$ cat config.mk
export PLATFORM = sky130hd
export DESIGN_NAME = cc_collision_monitor
export DESIGN_NICKNAME = d
export VERILOG_FILES = /design/src/rtl/cc_collision_monitor.sv
export SDC_FILE = /design/constraint.sdc
export NUM_CORES = 1
export LEC_CHECK = 0
export BUFFER_PORTS_ARGS = -buffer_cell sky130_fd_sc_hd__buf_2
export CAP_MARGIN = 20
export CORE_ASPECT_RATIO = 2
export CORE_MARGIN = 2
export CORE_UTILIZATION = 54
export DETAILED_ROUTE_END_ITERATION = 6
export GPL_TIMING_DRIVEN = 0
export PLACE_DENSITY = 0.8
export SLEW_MARGIN = 25
export SYNTH_ARGS = -nofsm -noshare
export SYNTH_HDL_FRONTEND = slang
export SYNTH_SLANG_ARGS = --single-unit
$ cat constraint.sdc
create_clock -name CC_COLLISIONMONITOR_CLOCK_50 -period 3.15 [get_ports CC_COLLISIONMONITOR_CLOCK_50]
set_clock_uncertainty 0.15 [all_clocks]
set_input_delay 0.63 -clock CC_COLLISIONMONITOR_CLOCK_50 [delete_from_list [all_inputs] [get_ports CC_COLLISIONMONITOR_CLOCK_50]]
set_output_delay 0.63 -clock CC_COLLISIONMONITOR_CLOCK_50 [all_outputs]
set_load 0.03 [all_outputs]
$ cat src/rtl/cc_collision_monitor.sv
// cc_collision_monitor: sequential collision/goal detector for the frog playfield.
// On START it snapshots the frog/background bitmaps and screen state, scans one
// row per clock, then classifies the frame as crash (after HOLD_SCANS consecutive
// crashing scans), goal or nothing. A nonzero result is held until ACK.
// Ports:
//   CLOCK_50 / RESET_InLow         : clock, synchronous active-low reset
//   FROG_In_Bus / BACKGROUND_In_Bus: flattened row bitmaps (row r = [r*W +: W])
//   IMAGE_InBus                    : screen state, 2'b10 suppresses detection
//   START_In / ACK_In              : scan request / result consume
//   RESULT_Out_Bus                 : 00 none, 01 crash, 10 goal
//   VALID_Out                      : result pending until ACK
//   LOCATION_Out                   : frog present in ZONE_MASK rows at last scan
//   CRASHROW_Out_Bus               : lowest crashing row of the reported crash
//   BUSY_Out                       : scan/evaluate in progress
module cc_collision_monitor #(
    parameter int unsigned          DATAWIDTH_BUS = 8,
    parameter int unsigned          NUM_ROWS      = 16,
    parameter logic [NUM_ROWS-1:0]  HAZARD_MASK   = 16'b0011_1110_0111_1100,
    parameter int unsigned          GOAL_ROW      = 14,
    parameter logic [NUM_ROWS-1:0]  ZONE_MASK     = 16'b0111_1111_1000_0000,
    parameter int unsigned          HOLD_SCANS    = 2
) (
    input  logic                                CC_COLLISIONMONITOR_CLOCK_50,
    input  logic                                CC_COLLISIONMONITOR_RESET_InLow,
    input  logic [NUM_ROWS*DATAWIDTH_BUS-1:0]   CC_COLLISIONMONITOR_FROG_In_Bus,
    input  logic [NUM_ROWS*DATAWIDTH_BUS-1:0]   CC_COLLISIONMONITOR_BACKGROUND_In_Bus,
    input  logic [1:0]                          CC_COLLISIONMONITOR_IMAGE_InBus,
    input  logic                                CC_COLLISIONMONITOR_START_In,
    input  logic                                CC_COLLISIONMONITOR_ACK_In,
    output logic [1:0]                          CC_COLLISIONMONITOR_RESULT_Out_Bus,
    output logic                                CC_COLLISIONMONITOR_VALID_Out,
    output logic                                CC_COLLISIONMONITOR_LOCATION_Out,
    output logic [$clog2(NUM_ROWS)-1:0]         CC_COLLISIONMONITOR_CRASHROW_Out_Bus,
    output logic                                CC_COLLISIONMONITOR_BUSY_Out
);

    localparam int unsigned ROW_W  = $clog2(NUM_ROWS);
    localparam int unsigned BUS_W  = NUM_ROWS * DATAWIDTH_BUS;
    localparam int unsigned HOLD_W = $clog2(HOLD_SCANS + 1);

    localparam logic [1:0] RES_NONE  = 2'b00;
    localparam logic [1:0] RES_CRASH = 2'b01;
    localparam logic [1:0] RES_GOAL  = 2'b10;
    localparam logic [1:0] IMG_SUPPR = 2'b10;

    typedef enum logic [1:0] {IDLE, SCAN, EVAL, REPORT} state_t;

    state_t             state_q, state_d;
    logic [BUS_W-1:0]   frog_q, frog_d;
    logic [BUS_W-1:0]   bg_q, bg_d;
    logic [1:0]         image_q, image_d;
    logic [ROW_W-1:0]   idx_q, idx_d;
    logic               crash_hit_q, crash_hit_d;
    logic               goal_hit_q, goal_hit_d;
    logic               loc_acc_q, loc_acc_d;
    logic [ROW_W-1:0]   crash_rec_q, crash_rec_d;
    logic [HOLD_W-1:0]  hold_cnt_q, hold_cnt_d;
    logic [1:0]         result_q, result_d;
    logic               valid_q, valid_d;
    logic               location_q, location_d;
    logic [ROW_W-1:0]   crashrow_q, crashrow_d;
    logic               busy_q, busy_d;

    logic [DATAWIDTH_BUS-1:0] frog_row, bg_row;
    logic                     row_crash, row_goal, row_loc;

    // Current row of the snapshot and its per-row classification
    always_comb begin
        logic is_goal_row;
        logic row_nz;
        logic covered;
        frog_row    = frog_q[idx_q*DATAWIDTH_BUS +: DATAWIDTH_BUS];
        bg_row      = bg_q[idx_q*DATAWIDTH_BUS +: DATAWIDTH_BUS];
        is_goal_row = (idx_q == ROW_W'(GOAL_ROW));
        row_nz      = |frog_row;
        covered     = ((frog_row | bg_row) == bg_row);
        row_crash   = (HAZARD_MASK[idx_q] | is_goal_row) & row_nz & covered;
        row_goal    = is_goal_row & row_nz & ~covered;
        row_loc     = ZONE_MASK[idx_q] & row_nz;
    end

    // Next-state and output logic
    always_comb begin
        state_d     = state_q;
        frog_d      = frog_q;
        bg_d        = bg_q;
        image_d     = image_q;
        idx_d       = idx_q;
        crash_hit_d = crash_hit_q;
        goal_hit_d  = goal_hit_q;
        loc_acc_d   = loc_acc_q;
        crash_rec_d = crash_rec_q;
        hold_cnt_d  = hold_cnt_q;
        result_d    = result_q;
        valid_d     = valid_q;
        location_d  = location_q;
        crashrow_d  = crashrow_q;
        busy_d      = (state_q == SCAN);

        unique case (state_q)
            IDLE: begin
                if (CC_COLLISIONMONITOR_START_In) begin
                    frog_d      = CC_COLLISIONMONITOR_FROG_In_Bus;
                    bg_d        = CC_COLLISIONMONITOR_BACKGROUND_In_Bus;
                    image_d     = CC_COLLISIONMONITOR_IMAGE_InBus;
                    idx_d       = '0;
                    crash_hit_d = 1'b0;
                    goal_hit_d  = 1'b0;
                    loc_acc_d   = 1'b0;
                    crash_rec_d = '0;
                    state_d     = SCAN;
                end
            end
            SCAN: begin
                // Only the first (lowest) crashing row is kept
                if (row_crash && !crash_hit_q) begin
                    crash_rec_d = idx_q;
                end
                crash_hit_d = crash_hit_q | row_crash;
                goal_hit_d  = goal_hit_q | row_goal;
                loc_acc_d   = loc_acc_q | row_loc;
                if (idx_q == ROW_W'(NUM_ROWS - 1)) begin
                    state_d = EVAL;
                end else begin
                    idx_d = idx_q + ROW_W'(1);
                end
            end
            EVAL: begin
                location_d = loc_acc_q;
                result_d   = RES_NONE;
                hold_cnt_d = '0;
                if (image_q == IMG_SUPPR) begin
                    result_d = RES_NONE;
                end else if (crash_hit_q) begin
                    // Crash must persist; an unconfirmed crash still masks goal
                    if (hold_cnt_q >= HOLD_W'(HOLD_SCANS - 1)) begin
                        result_d   = RES_CRASH;
                        crashrow_d = crash_rec_q;
                    end else begin
                        hold_cnt_d = hold_cnt_q + HOLD_W'(1);
                    end
                end else if (goal_hit_q) begin
                    result_d = RES_GOAL;
                end
                valid_d = (result_d != RES_NONE);
                state_d = (result_d != RES_NONE) ? REPORT : IDLE;
            end
            REPORT: begin
                if (CC_COLLISIONMONITOR_ACK_In) begin
                    result_d = RES_NONE;
                    valid_d  = 1'b0;
                    state_d  = IDLE;
                end
            end
            default: state_d = IDLE;
        endcase
    end

    // State and datapath registers, synchronous reset
    always_ff @(posedge CC_COLLISIONMONITOR_CLOCK_50) begin
        if (!CC_COLLISIONMONITOR_RESET_InLow) begin
            state_q     <= IDLE;
            frog_q      <= '0;
            bg_q        <= '0;
            image_q     <= '0;
            idx_q       <= '0;
            crash_hit_q <= 1'b0;
            goal_hit_q  <= 1'b0;
            loc_acc_q   <= 1'b0;
            crash_rec_q <= '0;
            hold_cnt_q  <= '0;
            result_q    <= RES_NONE;
            valid_q     <= 1'b0;
            location_q  <= 1'b0;
            crashrow_q  <= '0;
            busy_q      <= 1'b0;
        end else begin
            state_q     <= state_d;
            frog_q      <= frog_d;
            bg_q        <= bg_d;
            image_q     <= image_d;
            idx_q       <= idx_d;
            crash_hit_q <= crash_hit_d;
            goal_hit_q  <= goal_hit_d;
            loc_acc_q   <= loc_acc_d;
            crash_rec_q <= crash_rec_d;
            hold_cnt_q  <= hold_cnt_d;
            result_q    <= result_d;
            valid_q     <= valid_d;
            location_q  <= location_d;
            crashrow_q  <= crashrow_d;
            busy_q      <= busy_d;
        end
    end

    assign CC_COLLISIONMONITOR_RESULT_Out_Bus   = result_q;
    assign CC_COLLISIONMONITOR_VALID_Out        = valid_q;
    assign CC_COLLISIONMONITOR_LOCATION_Out     = location_q;
    assign CC_COLLISIONMONITOR_CRASHROW_Out_Bus = crashrow_q;
    assign CC_COLLISIONMONITOR_BUSY_Out         = busy_q;

endmodule

* Yosys cells after proc, flatten, opt, wreduce, memory -nomap -nowiden
Memory sizes are Yosys's and may differ from the RTL's. A register that Yosys moved wholly into a read port is not among the register bits. Cells that the tools add are included.
Word-level totals: flip-flop bits (word level) 282, memory bits (read-only) 32, bits of input ports 262, output and inout port bits 9, memories kept 2
Memories:
- (no name shown) | depth 16, width 1, read ports 1, clocked after Yosys merged registers in 1, wr ports 0, line 79 | row_loc = ZONE_MASK[idx_q] & row_nz;
- (no name shown) | depth 16, width 1, read ports 1, clocked after Yosys merged registers in 1, wr ports 0, line 77 | row_crash = (HAZARD_MASK[idx_q] | is_goal_row) & row_nz & covered;
Operators by class: add/subtract/negate cells 2, order comparisons 2, eq/ne operators 12, shift operators 2, muxes and demuxes 31, bitwise logic cells 12, reductions and logical operators 14
Operators by type and width (count):
- $shiftx 128x8->8 | 2
- $mux 4 | 7
- $mux 2 | 11
- $pmux 4 s2 | 2
- $reduce_and 3->1 | 3
- $eq 4x4->1 const B | 2
- $eq 8x8->1 | 1
- $or 8x8->8 | 1
- $pmux 1 s2 | 4
- $pmux 2 s4 | 1
- $reduce_or 8->1 | 1
- $eq 2x2->1 const B | 3
- $ne 2x2->1 const B | 3
- $reduce_and 2->1 | 3
- $reduce_bool 2->1 | 3
- $and 1x1->1 | 5
- $lt 4x5->1 const B | 1
- $mux 1 | 5
- $add 4x1->4 const B | 1
- $ne 2x1->1 const B | 2
- $or 1x1->1 | 4
- $pmux 2 s2 | 1
- $reduce_and 4->1 | 1
- $add 2x1->2 const B | 1
- 6 further kinds | 7

* Depth between registers and ports, before layout
Gate-level depths: netlist of run 1.
depth after elaboration 8, gate-level depth with buffers 11, mapped depth without buffers 8

* Worst setup path before layout of run 1
No wires, ideal clock.
path kind flip-flop to flip-flop, start point register idx_q[1], end point register crash_rec_q[0], setup time 121 ps, arrival time 2434 ps, setup slack 446 ps, cell stages (with the launch flop) 9, path buffers 1, period minus slack after synthesis 2704 ps, cell sequence dfxtp_1 -> buf_2 -> mux4_2 -> mux2_2 -> a32oi_1 -> nand4b_1 -> a2111oi_4 -> nand3_2 -> mux2i_1
On the way: longest elaborated chain between the ends 7
Ends and longest elaborated chain:
- start, declared | line 52 | logic [ROW_W-1:0] idx_q, idx_d;
- start signal, assigned | line 182 | idx_q <= idx_d;
- $shiftx 128x8->8 (tied with other cells) | line 72 | frog_row = frog_q[idx_q*DATAWIDTH_BUS +: DATAWIDTH_BUS];
- $or 8x8->8 (tied with other cells) | line 76 | covered = ((frog_row | bg_row) == bg_row);
- $eq 8x8->1 or $and 1x1->1 (tied branches) | line 76, 77
- $and 1x1->1 (*) | line 77
- $logic_and 1x1->1 (*) | line 116 | if (row_crash && !crash_hit_q) begin
- $ne 2x1->1 (no line) (*)
- $reduce_and 3->1 (no line) (*)
- end signal, assigned | line 186 | crash_rec_q <= crash_rec_d;
- end, declared | line 56 | logic [ROW_W-1:0] crash_rec_q, crash_rec_d;
Every way passes the cells marked *; elsewhere a longest branch is shown, timed or not. A chain may end at the register's enable or synchronous reset.

* Worst setup path after layout of run 1
start point register idx_q[2], end point register crash_rec_q[0]
Same word-level chain as after synthesis.

==> results of run 1 <==
-- worst max-delay path by stage --
stage / startpoint / to / slack [ps] / cells after the start
2_1_floorplan: idx_q[1] / crash_rec_q[0] / 450 / 8
4_1_cts: idx_q[1] / crash_rec_q[0] / 5 / 9
3_3_place_gp: idx_q[2] / crash_rec_q[1] / -270 / 9
5_1_grt: idx_q[2] / crash_rec_q[0] / 4 / 9
6_report: idx_q[2] / crash_rec_q[0] / 80 / 9
3_5_place_dp: idx_q[2] / crash_rec_q[0] / -350 / 9
-- routing by layer --
layer,vias up,share of wire (%)
li1,5327,-
met1,5348,33
met2,603,52
met3,187,7.4
met4,0,8.3
met5,-,0
-- Yosys cell counts, types with 3 or more instances --
cell type / n
a21oi_1: 267
a32oi_1: 3
and2_1: 5
buf_1: 5
buf_2: 11
buf_4: 4
clkbuf_1: 85
dfxtp_1: 284
ha_1: 4
inv_1: 5
mux2_2: 12
mux2i_1: 25
mux4_1: 7
mux4_2: 55
nand2_1: 543
nand3_1: 9
nand4_1: 5
nor2_1: 25
nor3_1: 4
o21ai_0: 4
o31ai_1: 3
-- final cells by class --
type	instances	area, um2
clock inverter	13	224.0
timing repair buffer	275	1389
sequential	284	5689
buffer	108	511.7
tap	276	345.3
multi-input combinational	999	5786
inverter	7	27.53
clock buffer	31	698.2
fill	1839	7296
-- stage by stage --
stage / util [%] / setup TNS, ps / power [uW] / hold WS, ps / cells
finish: 66.79 / 0 / 8704 / 190.3 / 1993
global route: 66.79 / 0 / 8960 / 190.9 / 1993
CTS: 66.54 / 0 / 8663 / 182.7 / 1989
detailed placement: 62.17 / -2021 / 5293 / 294.9 / 1944
global placement: 62.17 / -1508 / 5250 / 288.1 / 1944
floorplan: - / 0 / 4772 / 281.5 / 1398
-- flip-flops by register name (all words and copies together) (netlist names), 2 cells and up, named ones only --
name and count:
bg_q 128, frog_q 128, CC_COLLISIONMONITOR_CRASHROW_Out_Bus 4, crash_rec_q 4
idx_q 4, CC_COLLISIONMONITOR_RESULT_Out_Bus 2, hold_cnt_q 2, image_q 2
state_q 2
-- logic make-up (layout without fill, tap and decap cells) --
| group | after synthesis | count (layout) | share of synthesized area, % |
|---|---|---|---|
| xor+xnor | 4 | 4 | 0.2930 |
| simple gates | 600 | 600 | 19.44 |
| compound gates | 292 | 292 | 13.06 |
| fa+ha+maj | 4 | 4 | 0.4185 |
| mux | 99 | 99 | 15.12 |
| buf+inv | 115 | 434 | 4.143 |
| flops | 284 | 284 | 47.54 |
-- critical path, cell delays in order (launching register included) --
cell and delay (ps):
dfxtp_1 300, buf_2 220, clkbuf_4 320, buf_4 270, mux4_2 330, mux2i_1 360
o31ai_1 160, a2111oi_4 430, nand3_2 230, mux2i_1 220
-- report_power, final --
| group | internal [uW] | total [uW] | switching [uW] | leakage, uW |
|---|---|---|---|---|
| combinational | 526 | 1300 | 779 | 0.00305 |
| sequential | 3820 | 3970 | 144 | 0.00233 |
| clock | 2060 | 3430 | 1370 | 0.000450 |
| total | 6410 | 8700 | 2290 | 0.00582 |
-- timing repair --
action / in CTS / in global routing
hold buffers: 0 / 0
endpoints found under the hold margin: 0 / 0
buffers inserted: 1 / 4
setup endpoints to repair: 7 / 6
resized for setup: 11 / 12
pin swaps: 2 / 2
==> metrics.cfg, run 1 <==
[setup_path]
end_kind=register
worstReg2RegEnd=crash_rec_q[0]
crit_fanout=10
reg2regPathDepth=9
worstPathArrival_ps=3360
regToRegSetupSlack_ps=80
critPathKind=register to register
launch_instance_of_the_worst_register_to_register_path=idx_q[2]
worst-endpoint-required_ps=3450
start_kind=register

[detailed_routing]
route.detailed.drc=0
avgViaCountPerCell=5.753
wl_mm=39.51
drtAntennaViolNets=0
routed-via-count=11470
drt_iter0_drc=695
wl_per_cell_um=19.83
first_pass_iters=7

[floorplan]
pin_count=271
std_cell_rows=77
fp.dieArea_mm2=0.02343
fp.dieH_um=214.5
initial_utilization_pct=54.45
die_wd_um=109.2
core_area_mm2=0.02197

[sta]
hold_viol_final=0
relative_slew_slack_pct=52.20
finalWorstSetupSlack_ps=82.31
timing.final.setup_violations=0
final_min_period_over_clock_period_pct=97.39
finalMaxSlewViolations=0
f_max_ghz=0.3260
crit_path_time_final_ps=3068
worst_slew_pin_slew_ps=716.9
rsz0062_at_grt=false

[global_routing]
antenna_found_initial=0
grt_pass1_wl_mm=59.51
via_count_of_the_first_global_routing_pass=11650
grtUsageMet3_pct=4.894
pin_count_of_the_biggest_net_entering_global_routing=18
grt_util_met1_pct=34.70
globalRouteMet2Util_pct=58.74
grt-ovfl-total=0
overall_routing_resource_usage_pct=33.37
global_route.peak_usage_layer=met2

[logic_synthesis]
synth_top_cells_by_area=dfxtp_1, nand2_1, a21oi_1
top_cell_type_by_total_area_after_synthesis=dfxtp_1
syn_inst=1398
synth.yosys.warnings=0
synth_edf_count=0
postSynth.asyncResetShare_pct=0
synth_flop_cell=dfxtp_1
synth.net_count=1664
fraction_of_post_synthesis_cell_area_in_the_top_cell_type_by_area_pct=47.54
synth.avg_cell_area_um2=8.555
synth.ff_latch_count=284
synth_cell_types=49
syn-cell-area_mm2=0.01196
portion_of_the_post_synthesis_area_used_by_sequential_elements_pct=47.54

[cts]
cts_max_level=1
numCtsBuffers=24
tritoncts_num_sinks=284
tritoncts=yes
worst_skew_pair.late_latency_ps=530
clockBufferDepth=3
cts-root-buf=clkbuf_16
clkTransAtPathRegs_ps=70

[layout]
final_nets=1965
most_common_library_cell_in_the_layout_ignoring_fill_and_taps=nand2_1
flow.area_growth_from_synthesis_pct=22.66
n_antenna_cell=0
post_route_cells_drive_above_1_share_pct=24.29
design_area_mm2=0.01467
mostFrequentLayoutCells=nand2_1, dfxtp_1, buf_2

[worst_hold_path]
worstHoldPathType=input port to register
min-delay-start=CC_COLLISIONMONITOR_BACKGROUND_In_Bus[57]
worstHoldEndpoint=bg_q[57]
holdPathStages=3

[placement]
port_buffers=270
dp.final_hpwl_mm=30.54
finalWeightedCongestion=0.9307
detailed_place.area_mm2=0.01366
place_worst_setup_slack_ps=-352.7

[power]
worst_ir_drop_vdd_v=0.0004547
leakage_uw=0.005823
p_per_area_mw_per_mm2=593.3

[status]
status=complete, no violations

[run]
cap_violations=0

(Power assumes the default switching activity.)
==> run 2: changes to the inputs <==
--- a/config.mk
+++ b/config.mk
@@ -7,12 +7,13 @@
 export LEC_CHECK = 0
 export BUFFER_PORTS_ARGS = -buffer_cell sky130_fd_sc_hd__buf_2
 export CAP_MARGIN = 20
+export CELL_PAD_IN_SITES_DETAIL_PLACEMENT = 1
+export CELL_PAD_IN_SITES_GLOBAL_PLACEMENT = 1
 export CORE_ASPECT_RATIO = 2
 export CORE_MARGIN = 2
-export CORE_UTILIZATION = 54
+export CORE_UTILIZATION = 43
 export DETAILED_ROUTE_END_ITERATION = 6
-export GPL_TIMING_DRIVEN = 0
-export PLACE_DENSITY = 0.8
+export PLACE_DENSITY_LB_ADDON = 0.1
 export SLEW_MARGIN = 25
 export SYNTH_ARGS = -nofsm -noshare
 export SYNTH_HDL_FRONTEND = slang
==> constraint.sdc (replaced) <==
create_clock -name CC_COLLISIONMONITOR_CLOCK_50 -period 3.7 [get_ports CC_COLLISIONMONITOR_CLOCK_50]
set_clock_uncertainty 0.15 [all_clocks]
set_input_delay 0.74 -clock CC_COLLISIONMONITOR_CLOCK_50 [delete_from_list [all_inputs] [get_ports CC_COLLISIONMONITOR_CLOCK_50]]
set_output_delay 0.74 -clock CC_COLLISIONMONITOR_CLOCK_50 [all_outputs]
set_load 0.03 [all_outputs]
==> metrics.cfg, run 2 (synthesis results as in run 1) <==
[setup_path]
launch_instance_of_the_worst_register_to_register_path=idx_q[1]
worstPathArrival_ps=3770  ; +410 ps
reg2regPathDepth=8  ; -1
end_kind=register
start_kind=register
crit_fanout=35  ; +25
critPathKind=register to register
regToRegSetupSlack_ps=250  ; +160 ps
worst-endpoint-required_ps=4020  ; +570 ps
worstReg2RegEnd=crash_rec_q[1]
crit_path_top_delay_cell=dfxtp_4
critical_path.cell_chain=buf_4, mux4_2, nand2_1, nand3_1, nor4b_1, o21ai_0, nand3_2, mux2i_1
cpPeakStageDelay_ps=750  ; +320 ps

[floorplan]
initial_utilization_pct=43.59  ; -11 points
core_area_mm2=0.02744  ; +25%
fp.dieArea_mm2=0.02925  ; +25%
fp.dieH_um=239.9  ; +12%
std_cell_rows=86  ; +12%
die_wd_um=121.9  ; +12%
pin_count=271  ; unchanged

[cts]
clkTransAtPathRegs_ps=70  ; about the same
cts.repair.resized=0  ; -11
cts-root-buf=clkbuf_16
tritoncts_num_sinks=284  ; unchanged
tritoncts=yes
cts_setup_buffers=0  ; -1
clockBufferDepth=3  ; unchanged
numCtsBuffers=26  ; +8.3%
cts_max_level=1  ; unchanged
post_cts_hold_buffer_count=0  ; unchanged
worst_skew_pair.late_latency_ps=540  ; about the same

[layout]
design_area_mm2=0.01445  ; -1.5%
largest_registers=bg_q (128), frog_q (128)
most_common_library_cell_in_the_layout_ignoring_fill_and_taps=nand2_1
final.fill_count=3367  ; +83%
mostFrequentLayoutCells=nand2_1, dfxtp_1, buf_2
final_nets=1868  ; -4.9%
flow.area_growth_from_synthesis_pct=20.83
post_route_cells_drive_above_1_share_pct=25.09  ; +0.81 points

[placement]
detailed_place.area_mm2=0.01349  ; -1.2%
dp.final_hpwl_mm=27.57  ; -9.7%
finalWeightedCongestion=0.8507  ; -8.6%
port_buffers=270  ; unchanged

[sta]
hold_viol_final=0  ; unchanged
final_min_period_over_clock_period_pct=93.34  ; -4.0 points
setup-tns-final_ps=0  ; unchanged
rsz0062_at_grt=false
crit_path_time_final_ps=3454  ; +386.0 ps
relative_slew_slack_pct=46.85  ; -5.3 points
timing.final.setup_violations=0  ; unchanged
f_max_ghz=0.2895  ; -11%
hold-worst-slack_ps=278.7  ; +88.35 ps
worst_slew_pin_slew_ps=797.2  ; +80.25 ps
finalMaxSlewViolations=0  ; unchanged

[worst_hold_path]
worstHoldPathType=input port to register
min-delay-start=CC_COLLISIONMONITOR_BACKGROUND_In_Bus[80]
worstHoldEndpoint=bg_q[80]
holdPathStages=3  ; unchanged

[detailed_routing]
drt_iter0_drc=571  ; -18%
first_pass_iters=4  ; -3
wl_per_cell_um=19.47  ; -1.8%
route.detailed.drc=0  ; unchanged
avgViaCountPerCell=5.331  ; -7.3%
drtAntennaViolNets=0  ; unchanged
routed-via-count=10530  ; -8.2%
wl_mm=38.45  ; -2.7%

[power]
worst_ir_drop_vdd_v=0.0002708  ; -40%
leakage_uw=0.005715  ; -1.9%
p_per_area_mw_per_mm2=512.7  ; -14%

[global_routing]
via_count_of_the_first_global_routing_pass=11200  ; -3.9%
grt_pass1_wl_mm=59.31  ; -0.34%
antenna_found_initial=1  ; +1
grt-ovfl-total=0  ; unchanged
overall_routing_resource_usage_pct=26.24  ; -7.1 points
pin_count_of_the_biggest_net_entering_global_routing=133  ; +115

[status]
status=complete, no violations

[run]
cap_violations=0  ; unchanged

[run 2: changes by cell type in the layout (fill, tap and decap cells not counted), sizes merged]
cell      before  now
buf          294  284
clkinv         6    8
bufinv         6    5
diode          0    1
clkbuf       120   35
clkinvlp       2    1
[run 2: through the flow]
stage          std cells  utilization, %  power (uW)  setup WS [ps]
2_1_floorplan       1398               -        4063          995.7
3_3_place_gp        1926           49.16        4436          430.8
3_5_place_dp        1926           49.16        4468          263.6
4_1_cts             1974           52.66        7476          228.3
5_1_grt             1975           52.67        7694          81.64
6_report            1975           52.67        7409          246.3
[run 2: worst max-delay path: cells and delay by family (launching register included)]
| kind | cells | cell delay [ps] |
|---|---|---|
| AND/OR/NAND/NOR | 4 | 970 |
| buffers and inverters | 1 | 400 |
| multiplexers | 2 | 750 |
| flip-flops | 1 | 750 |
| AO/OA/AOI/OAI | 1 | 360 |
[run 2: how the worst max path moves through the flow]
stage	from	depth (start not counted)	slack [ps]	endpoint
6_report	idx_q[1]	8	250	crash_rec_q[1]
5_1_grt	idx_q[1]	8	80	crash_rec_q[1]
4_1_cts	idx_q[1]	8	230	crash_rec_q[1]
3_5_place_dp	idx_q[1]	8	260	crash_rec_q[1]
3_3_place_gp	idx_q[1]	8	430	crash_rec_q[1]
2_1_floorplan	idx_q[1]	8	1000	crash_rec_q[0]
[run 2: per-layer routing]
metal | track usage, % | up-vias | part of all wire [%]
met5 | 0 | - | 0
met2 | 48.32 | 265 | 53
met1 | 29.95 | 5064 | 39
li1 | - | 5112 | -
met4 | 12.96 | 0 | 5.0
met3 | 2.040 | 88 | 3.2
[run 2: report_power, final]
part | leakage, uW | internal, uW | switching, uW
combinational | 0.00291 | 418 | 589
clock | 0.000476 | 1800 | 1200
sequential | 0.00233 | 3260 | 141
total | 0.00572 | 5480 | 1930
[run 2: final cells by class]
type	count	area [um2]	area share [%]
multi-input combinational	999	5789	40.06
sequential	284	5694	39.40
timing repair buffer	284	1531	10.60
clock buffer	35	767.0	5.307
tap	352	440.4	3.048
clock inverter	13	192.7	1.333
inverter	7	33.78	0.2338
antenna	1	2.502	0.01732
==> run 3: changes to the inputs <==
--- a/config.mk
+++ b/config.mk
@@ -9,9 +9,8 @@
 export CAP_MARGIN = 20
 export CELL_PAD_IN_SITES_DETAIL_PLACEMENT = 1
 export CELL_PAD_IN_SITES_GLOBAL_PLACEMENT = 1
-export CORE_ASPECT_RATIO = 2
 export CORE_MARGIN = 2
-export CORE_UTILIZATION = 43
+export CORE_UTILIZATION = 42
 export DETAILED_ROUTE_END_ITERATION = 6
 export PLACE_DENSITY_LB_ADDON = 0.1
 export SLEW_MARGIN = 25
==> metrics.cfg, run 3 (synthesis results as in run 1) <==
[status]
status=complete, no violations

[sta]
hold_viol_final=0  ; unchanged
final_min_period_over_clock_period_pct=92.83  ; -0.51 points
worst_slew_pin_slew_ps=749.0  ; -48.19 ps
timing.final.setup_violations=0  ; unchanged
f_max_ghz=0.2912  ; +0.55%
rsz0062_at_grt=false
crit_path_time_final_ps=3435  ; -19.01 ps
relative_slew_slack_pct=50.07  ; +3.2 points
setup-tns-final_ps=0  ; unchanged
finalMaxSlewViolations=0  ; unchanged

[detailed_routing]
route.detailed.drc=0  ; unchanged
topRoutingLayerUsed=met4
routed-via-count=10500  ; -0.29%
first_pass_iters=4  ; unchanged
routed-wl-met3_mm=1.738  ; +43%
avgViaCountPerCell=5.233  ; -1.8%
drtAntennaViolNets=0  ; unchanged
wl_met1_mm=17.58  ; +18%
met2WireLength_mm=16.72  ; -18%
wl_per_cell_um=18.37  ; -5.7%
wl_mm=36.84  ; -4.2%
drt_iter0_drc=658  ; +15%

[global_routing]
pin_count_of_the_biggest_net_entering_global_routing=129  ; -3.0%
grt_pass1_wl_mm=58.30  ; -1.7%
grt-ovfl-total=0  ; unchanged
overall_routing_resource_usage_pct=24.16  ; -2.1 points
antenna_found_initial=1  ; unchanged
via_count_of_the_first_global_routing_pass=10870  ; -2.9%

[cts]
worst_skew_pair.late_latency_ps=560  ; +20 ps
numCtsBuffers=30  ; +15%
cts.repair.resized=0  ; unchanged
tritoncts_num_sinks=284  ; unchanged
tritoncts=yes
clkTransAtPathRegs_ps=60  ; about the same
cts-root-buf=clkbuf_16
clockBufferDepth=3  ; unchanged
post_cts_hold_buffer_count=0  ; unchanged
cts_max_level=1  ; unchanged
cts_setup_buffers=0  ; unchanged

[worst_hold_path]
worstHoldPathType=input port to register
worstHoldEndpoint=frog_q[71]
min-delay-start=CC_COLLISIONMONITOR_FROG_In_Bus[71]
holdPathStages=3  ; unchanged

[power]
leakage_uw=0.005772  ; +0.99%
p_per_area_mw_per_mm2=517.9  ; +1.0%
worst_ir_drop_vdd_v=0.0003010  ; +11%
total_power_uw=7558  ; +2.0%

[layout]
most_common_library_cell_in_the_layout_ignoring_fill_and_taps=nand2_1
design_area_mm2=0.01460  ; +1.0%
instances_no_fill=2006  ; +1.6%
n_antenna_cell=0  ; -1
flow.area_growth_from_synthesis_pct=22.03
mostFrequentLayoutCells=nand2_1, dfxtp_1, buf_2
final.fill_count=3417  ; +1.5%
largest_registers=bg_q (128), frog_q (128)
final_nets=1872  ; +0.21%
post_route_cells_drive_above_1_share_pct=25.31  ; +0.21 points

[setup_path]
launch_instance_of_the_worst_register_to_register_path=idx_q[1]
worst-endpoint-required_ps=4030  ; about the same
worstPathArrival_ps=3770  ; about the same
critPathKind=register to register
worstReg2RegEnd=crash_rec_q[0]
end_kind=register
crit_fanout=36  ; +2.9%
reg2regPathDepth=7  ; -1
regToRegSetupSlack_ps=270  ; +20 ps
start_kind=register

[floorplan]
die_wd_um=172.8  ; +42%
initial_utilization_pct=42.82  ; -0.77 points
fp.dieArea_mm2=0.02984  ; +2.0%
fp.dieH_um=172.8  ; -28%
core_area_mm2=0.02793  ; +1.8%
std_cell_rows=61  ; -29%
pin_count=271  ; unchanged

[placement]
numPlacedInstances=1952  ; +1.3%
dp.final_hpwl_mm=26.18  ; -5.0%
finalWeightedCongestion=0.7981  ; -6.2%
detailed_place.area_mm2=0.01355  ; +0.43%
port_buffers=270  ; unchanged

[run]
cap_violations=0  ; unchanged

## run 3: changes by cell type in the layout (fill, tap and decap cells not counted)
cell	previous run	this run
clkinvlp_4	1	0
clkbuf_8	4	10
buf_12	6	8
buf_4	8	6
bufinv_16	5	3
clkinv_2	7	6
clkbuf_16	28	31
diode_2	1	0
clkbuf_1	3	4
## run 3: through the flow
stage          hold slack [ps]  worst slack, ps  util [%]
6_report                 267.7            265.4     52.25
5_1_grt                  265.6            59.87     52.25
4_1_cts                  253.3            280.4     52.25
3_5_place_dp             297.0            322.8     48.50
3_3_place_gp             289.2            346.8     48.50
2_1_floorplan            281.5            995.7         -
## run 3: worst max-delay path by stage
stage	from	to	slack (ps)
after floorplan	idx_q[1]	crash_rec_q[0]	1000
after global placement	idx_q[1]	crash_rec_q[1]	350
after detailed placement	idx_q[1]	crash_rec_q[2]	320
after CTS	idx_q[1]	crash_rec_q[0]	280
after global routing	idx_q[1]	crash_rec_q[2]	60
final	idx_q[1]	crash_rec_q[0]	270
## run 3: report_power, final
part | internal [uW] | leakage (uW) | total [uW] | switching (uW)
Combinational | 426 | 0.00292 | 1000 | 578
Sequential | 3260 | 0.00233 | 3400 | 141
Clock | 1920 | 0.000525 | 3160 | 1230
Total | 5610 | 0.00577 | 7560 | 1950
## run 3: cell type report
cell class              count  area, um2  share of cell area [%]
clock buffers              45      928.4                   6.361
clock inverters             9      120.1                  0.8230
inverters                   7      33.78                  0.2315
multi-input cells         999       5789                   39.67
flip-flops and latches    284       5694                   39.01
well taps                 378      473.0                   3.240
repair buffers            284       1556                   10.66
## run 3: critical path: stages (launching register included)
cell and delay, ps:
dfxtp_4 780, mux4_2 590, mux2_2 320, nor3_1 170
nor4b_1 500, o21ai_0 360, nand3_2 250, mux2i_1 210
## run 3: layer usage
layer	global-route usage [%]	vias up
li1	-	5132
met1	34.52	5043
met2	38.76	268
met3	3.628	55
met4	5.579	0
met5	0	-
